### src/rtl/nsctrl_pkg.sv
// Shared types and widths for the control-set switch scheduler.
// The state enum and widths are shared by the top and the bench-facing sub-blocks.
package nsctrl_pkg;

    localparam int GUARD_W = 8;
    localparam int TMO_W   = 16;

    typedef enum logic [2:0] {
        ST_IDLE,
        ST_DRAIN,
        ST_GUARD,
        ST_COMMIT,
        ST_HOLD
    } sw_state_e;

endpackage

### src/rtl/nsctrl_cnt.sv
// Shared drain/guard cycle counter: clear wins over enable; hit compares the current count to limit.
// One-cycle update latency; hit is combinational from the registered count.
module nsctrl_cnt
    import nsctrl_pkg::*;
(
    input  logic             clk_sys,
    input  logic             rst_n,
    input  logic             clr,
    input  logic             en,
    input  logic [TMO_W-1:0] limit,
    output logic             hit
);

    logic [TMO_W-1:0] cnt_q;
    logic [TMO_W-1:0] cnt_d;

    always_comb begin
        cnt_d = cnt_q;
        if (clr) begin
            cnt_d = '0;
        end else if (en) begin
            cnt_d = cnt_q + 1'b1;
        end
    end

    always_ff @(posedge clk_sys) begin
        if (!rst_n) begin
            cnt_q <= '0;
        end else begin
            cnt_q <= cnt_d;
        end
    end

    assign hit = (cnt_q == limit);

endmodule

### src/rtl/nsctrl_switch_sched.sv
// Glitch-safe switch between the "_s" and "_n" control sets: drain the active sequencer, blank, then commit.
// With the sequencer idle, change flips guard_len+4 cycles after sel_req toggles.
module nsctrl_switch_sched
    import nsctrl_pkg::*;
(
    input  logic               clk_sys,
    input  logic               rst_n,
    input  logic               sel_req,
    input  logic               busy_s,
    input  logic               busy_n,
    input  logic [GUARD_W-1:0] guard_len,
    input  logic [TMO_W-1:0]   tmo_len,
    output logic               change,
    output logic               blank,
    output logic               sw_busy,
    output logic               sw_done,
    output logic               sw_err
);

    sw_state_e state_q, state_d;
    logic      change_q, change_d;
    logic      target_q, target_d;
    logic      sw_done_q, sw_done_d;
    logic      sw_err_q, sw_err_d;

    logic             cnt_clr;
    logic             cnt_en;
    logic             cnt_hit;
    logic [TMO_W-1:0] cnt_limit;
    logic             act_busy;
    logic             tmo_en;

    // Only the sequencer driving the current set has to finish its pulse.
    assign act_busy = change_q ? busy_n : busy_s;
    assign tmo_en   = (tmo_len != '0);

    // One counter serves both phases, so the compare limit follows the state.
    assign cnt_limit = (state_q == ST_GUARD) ? {{(TMO_W-GUARD_W){1'b0}}, guard_len}
                                             : tmo_len - 1'b1;

    nsctrl_cnt u_cnt (
        .clk_sys (clk_sys),
        .rst_n   (rst_n),
        .clr     (cnt_clr),
        .en      (cnt_en),
        .limit   (cnt_limit),
        .hit     (cnt_hit)
    );

    always_comb begin
        state_d   = state_q;
        change_d  = change_q;
        target_d  = target_q;
        sw_done_d = 1'b0;
        sw_err_d  = 1'b0;
        cnt_clr   = 1'b0;
        cnt_en    = 1'b0;
        case (state_q)
            ST_IDLE: begin
                cnt_clr = 1'b1;
                if (sel_req != change_q) begin
                    target_d = sel_req;
                    state_d  = ST_DRAIN;
                end
            end
            ST_DRAIN: begin
                cnt_en = 1'b1;
                // A withdrawn request is dropped before anything else is considered.
                if (sel_req == change_q) begin
                    state_d = ST_IDLE;
                end else if (!act_busy) begin
                    cnt_clr = 1'b1;
                    state_d = ST_GUARD;
                end else if (tmo_en && cnt_hit) begin
                    sw_err_d = 1'b1;
                    state_d  = ST_HOLD;
                end
            end
            ST_GUARD: begin
                cnt_en = 1'b1;
                if (cnt_hit) begin
                    state_d = ST_COMMIT;
                end
            end
            ST_COMMIT: begin
                change_d  = target_q;
                sw_done_d = 1'b1;
                state_d   = ST_IDLE;
            end
            ST_HOLD: begin
                if (sel_req == change_q) begin
                    state_d = ST_IDLE;
                end
            end
            default: begin
                state_d = ST_IDLE;
            end
        endcase
    end

    always_ff @(posedge clk_sys) begin
        if (!rst_n) begin
            state_q   <= ST_IDLE;
            change_q  <= 1'b0;
            target_q  <= 1'b0;
            sw_done_q <= 1'b0;
            sw_err_q  <= 1'b0;
        end else begin
            state_q   <= state_d;
            change_q  <= change_d;
            target_q  <= target_d;
            sw_done_q <= sw_done_d;
            sw_err_q  <= sw_err_d;
        end
    end

    assign change  = change_q;
    assign sw_done = sw_done_q;
    assign sw_err  = sw_err_q;
    assign blank   = (state_q == ST_GUARD) || (state_q == ST_COMMIT);
    assign sw_busy = (state_q == ST_DRAIN) || (state_q == ST_GUARD) || (state_q == ST_COMMIT);

endmodule

### config.mk
export PLATFORM = sky130hd
export DESIGN_NAME = nsctrl_switch_sched
export DESIGN_NICKNAME = d
export VERILOG_FILES = /design/src/rtl/nsctrl_pkg.sv /design/src/rtl/nsctrl_cnt.sv /design/src/rtl/nsctrl_switch_sched.sv
export SDC_FILE = /design/constraint.sdc
export NUM_CORES = 1
export LEC_CHECK = 0
export CAP_MARGIN = 20
export CORE_MARGIN = 8
export CORE_UTILIZATION = 50
export CTS_CLUSTER_DIAMETER = 40
export DETAILED_ROUTE_END_ITERATION = 7
export DONT_BUFFER_PORTS = 1
export SKIP_CTS_REPAIR_TIMING = 1
export SLEW_MARGIN = 5
export SYNTH_ARGS = -nofsm -noshare
export SYNTH_HDL_FRONTEND = slang
export SYNTH_SLANG_ARGS = --single-unit
### constraint.sdc
create_clock -name clk_sys -period 3.5 [get_ports clk_sys]
set_input_delay 0.35 -clock clk_sys [delete_from_list [all_inputs] [get_ports clk_sys]]
set_output_delay 0.35 -clock clk_sys [all_outputs]
set_load 0.01 [all_outputs]
==> flow_summary.ini <==
[detailed_routing]
top_layer_used = met4
wl_met2_mm = 2.02
routed_wirelength_mm = 4.22
drt-initial-drc-count = 72
wl_met1_mm = 1.93
vias = 1592
ant_nets = 0
dr.pass1.iters = 4
post_drt_wl_per_cell_um = 15.6
viasPerCell = 5.90
wl_met3_um = 251
drcViolationCount = 0

[setup_path]
r2r-end = state_q[0]$_SDFFE_PN0P_
cpPeakStageDelay_ns = 0.60
startpoint_type = register
critical_path.slowest_cell = or3b_1
crit_type = register to register
crit_fanout = 11
reg2reg_depth = 8
path_cells = or3b_1 -> mux2i_1 -> xor2_1 -> o2111ai_1 -> or4b_4 -> nor4_4 -> nand2_1 -> a221oi_2
regToRegSetupSlack_ns = 0.68
endpoint_kind = register
r2r-start = state_q[0]$_SDFFE_PN0P_
critPathArrivalTime_ns = 3.05
required_ns = 3.73

[logic_synthesis]
synthDistinctLibCells = 49
syn_nets = 260
ys_seq_elements = 23
ys.warnings.count = 0
ys_top_cells_by_area = dfxtp_1, xor2_1, xnor2_1
syn_area_um2 = 1790
syn_avg_cell_area_um2 = 7.83
synthFlopType = dfxtp_1
synth_edf_count = 0
yosysSeqAreaShare = 0.258
yosysTopAreaCell = dfxtp_1
synth_top_area_share = 0.258
synth_cells = 228
synth_async_sr_flop_share = 0

[sta]
fin_crit_ns = 2.82
setup_viol = 0
hold_slack_ns = 0.189
max_freq_mhz = 355
rsz0062_at_grt = false
tns_ns = 0
finalHoldViolCount = 0
slew_headroom = 0.597
timing.final.crit_share = 0.805
skew_ns = 0.00528
final_max_slew_viol_count = 0
worst_pin_slew_ns = 0.603

[grt]
antenna_found_initial = 0
grt_pass1_wl_mm = 7.02
globalRoute.totalOverflow = 0
track_usage = 0.155
grt_max_degree = 17
first_global_vias = 1576

[clock_network]
cts_tree = yes
cts-buffers-inserted = 3
clockBufferDepth = 2
cts_max_level = 1
clk_pin_slew_worst_paths_ns = 0.12
cts_sinks = 23
clockRootBuffer = clkbuf_4
clock_latency_ns = 0.30

[die]
dieArea_um2 = 5740
die_w_um = 75.8
die_y_um = 75.8
coreArea_um2 = 3390
ioPinCount = 34
row_count = 21
start_util = 0.527

[final_layout]
n_fill_cell = 340
layout-drive-gt1-share = 0.0580
area_delta_synth_final_pct = 2.38
fin_area_um2 = 1830
finalNonFillerCells = 270
antenna_cells = 0
final_nets = 257

[job]
cap_violations = 0

[run_status]
outcome = finished clean

[min_path]
worstHoldStart = rst_n
hold_end = target_q$_SDFFE_PN0P_
hold_path.class = input pin to register
whs_path_depth = 1

[power]
static-leakage-power_nw = 0.593
vdd_drop_max_mv = 0.186
p_per_area_nw_per_um2 = 258

[placed_design]
dpl.hpwl_mm = 3.44
dp.cells = 266
globalplace.congestion = 0.843
io_buffers = 0
place_area_um2 = 1800
placed cells by master (no fill, tap or decap), types with 2 or more instances in the layout:
master,count
a21boi_0,2
a21oi_1,6
and2_0,2
and3_1,4
buf_4,2
clkbuf_4,3
dfxtp_1,23
ha_1,3
inv_1,5
mux2i_1,8
nand2_1,19
nand2b_1,2
nand3_1,11
nand4_1,5
nor2_1,30
nor2b_1,3
nor3_1,7
nor3b_1,2
nor4_1,4
nor4_4,2
o211ai_1,2
o21ai_0,8
o21ai_1,3
o31ai_1,2
or3_1,9
or4_1,6
xnor2_1,14
xor2_1,16
cell families (layout without fill, tap and decap cells):
group | count (synthesis) | count (layout) | synth area share
adder cells (fa/ha/maj) | 3 | 3 | 0.0210
buffers and inverters | 15 | 11 | 0.0420
multiplexers | 8 | 8 | 0.0449
AO/OA/AOI/OAI | 33 | 33 | 0.124
AND/OR/NAND/NOR | 116 | 116 | 0.363
XOR/XNOR | 30 | 30 | 0.147
flip-flops | 23 | 23 | 0.258
critical path, delay by kind of cell, from the launching register on:
kind | cells | cell delay, ns
AND/OR/NAND/NOR | 4 | 1.48
AO/OA/AOI/OAI | 2 | 0.43
flip-flops | 1 | 0.43
multiplexers | 1 | 0.25
XOR/XNOR | 1 | 0.17
worst max-delay path by stage:
stage                                        from                      end  slack, ns  depth (start not counted)
after floorplan                        tmo_len[2]  state_q[0]$_SDFFE_PN0P_       0.69                          9
after global placement                 tmo_len[2]  state_q[0]$_SDFFE_PN0P_       0.51                          8
after detailed placement               tmo_len[2]  state_q[0]$_SDFFE_PN0P_       0.44                          8
after CTS                 state_q[0]$_SDFFE_PN0P_  state_q[0]$_SDFFE_PN0P_       0.64                          8
after global routing      state_q[1]$_SDFFE_PN0P_  state_q[0]$_SDFFE_PN0P_       0.42                          8
final                     state_q[0]$_SDFFE_PN0P_  state_q[0]$_SDFFE_PN0P_       0.68                          8
registers in the layout, summed over array words and instances (netlist names):
register and count:
u_cnt.cnt_q 16, state_q 3, change 1, sw_done 1
sw_err 1, target_q 1
synthesized netlist by cell type, drive strengths merged, types with 4 or more instances:
master  instances
o21ai          11
nand4           5
nand3          11
inv             5
clkbuf          5
or3             9
and3            4
nand2          19
xnor2          14
buf             5
nor3            7
nor4            6
or4             6
nor2           30
dfxtp          23
a21oi           6
xor2           16
mux2i           8
routing by layer:
layer | vias to the layer above | track usage
met5 | - | 0
met4 | 0 | 0.0490
met3 | 2 | 0.0184
met2 | 33 | 0.261
met1 | 754 | 0.199
li1 | 803 | -
report_power, final:
part,total (mW),switching [mW],internal (mW)
Sequential,0.270,0.00547,0.265
Clock,0.120,0.0752,0.0444
Combinational,0.0814,0.0452,0.0362
Total,0.471,0.126,0.346
final cells by class:
type                    count  area, µm²  area share
multi-input cells         190       1250       0.684
flip-flops and latches     23        460       0.252
well taps                  46       57.6      0.0315
clock buffers               4       26.3      0.0144
inverters                   5       18.8      0.0103
repair buffers              2       15.0     0.00821
metrics by stage:
stage	power [mW]	setup WS (ns)	utilization
2_1_floorplan	0.346	0.688	-
3_3_place_gp	0.356	0.512	0.532
4_1_cts	0.479	0.640	0.539
6_report	0.471	0.682	0.539
5_1_grt	0.493	0.417	0.539
3_5_place_dp	0.358	0.439	0.532
No activity file was read; power rests on OpenSTA's default activity.
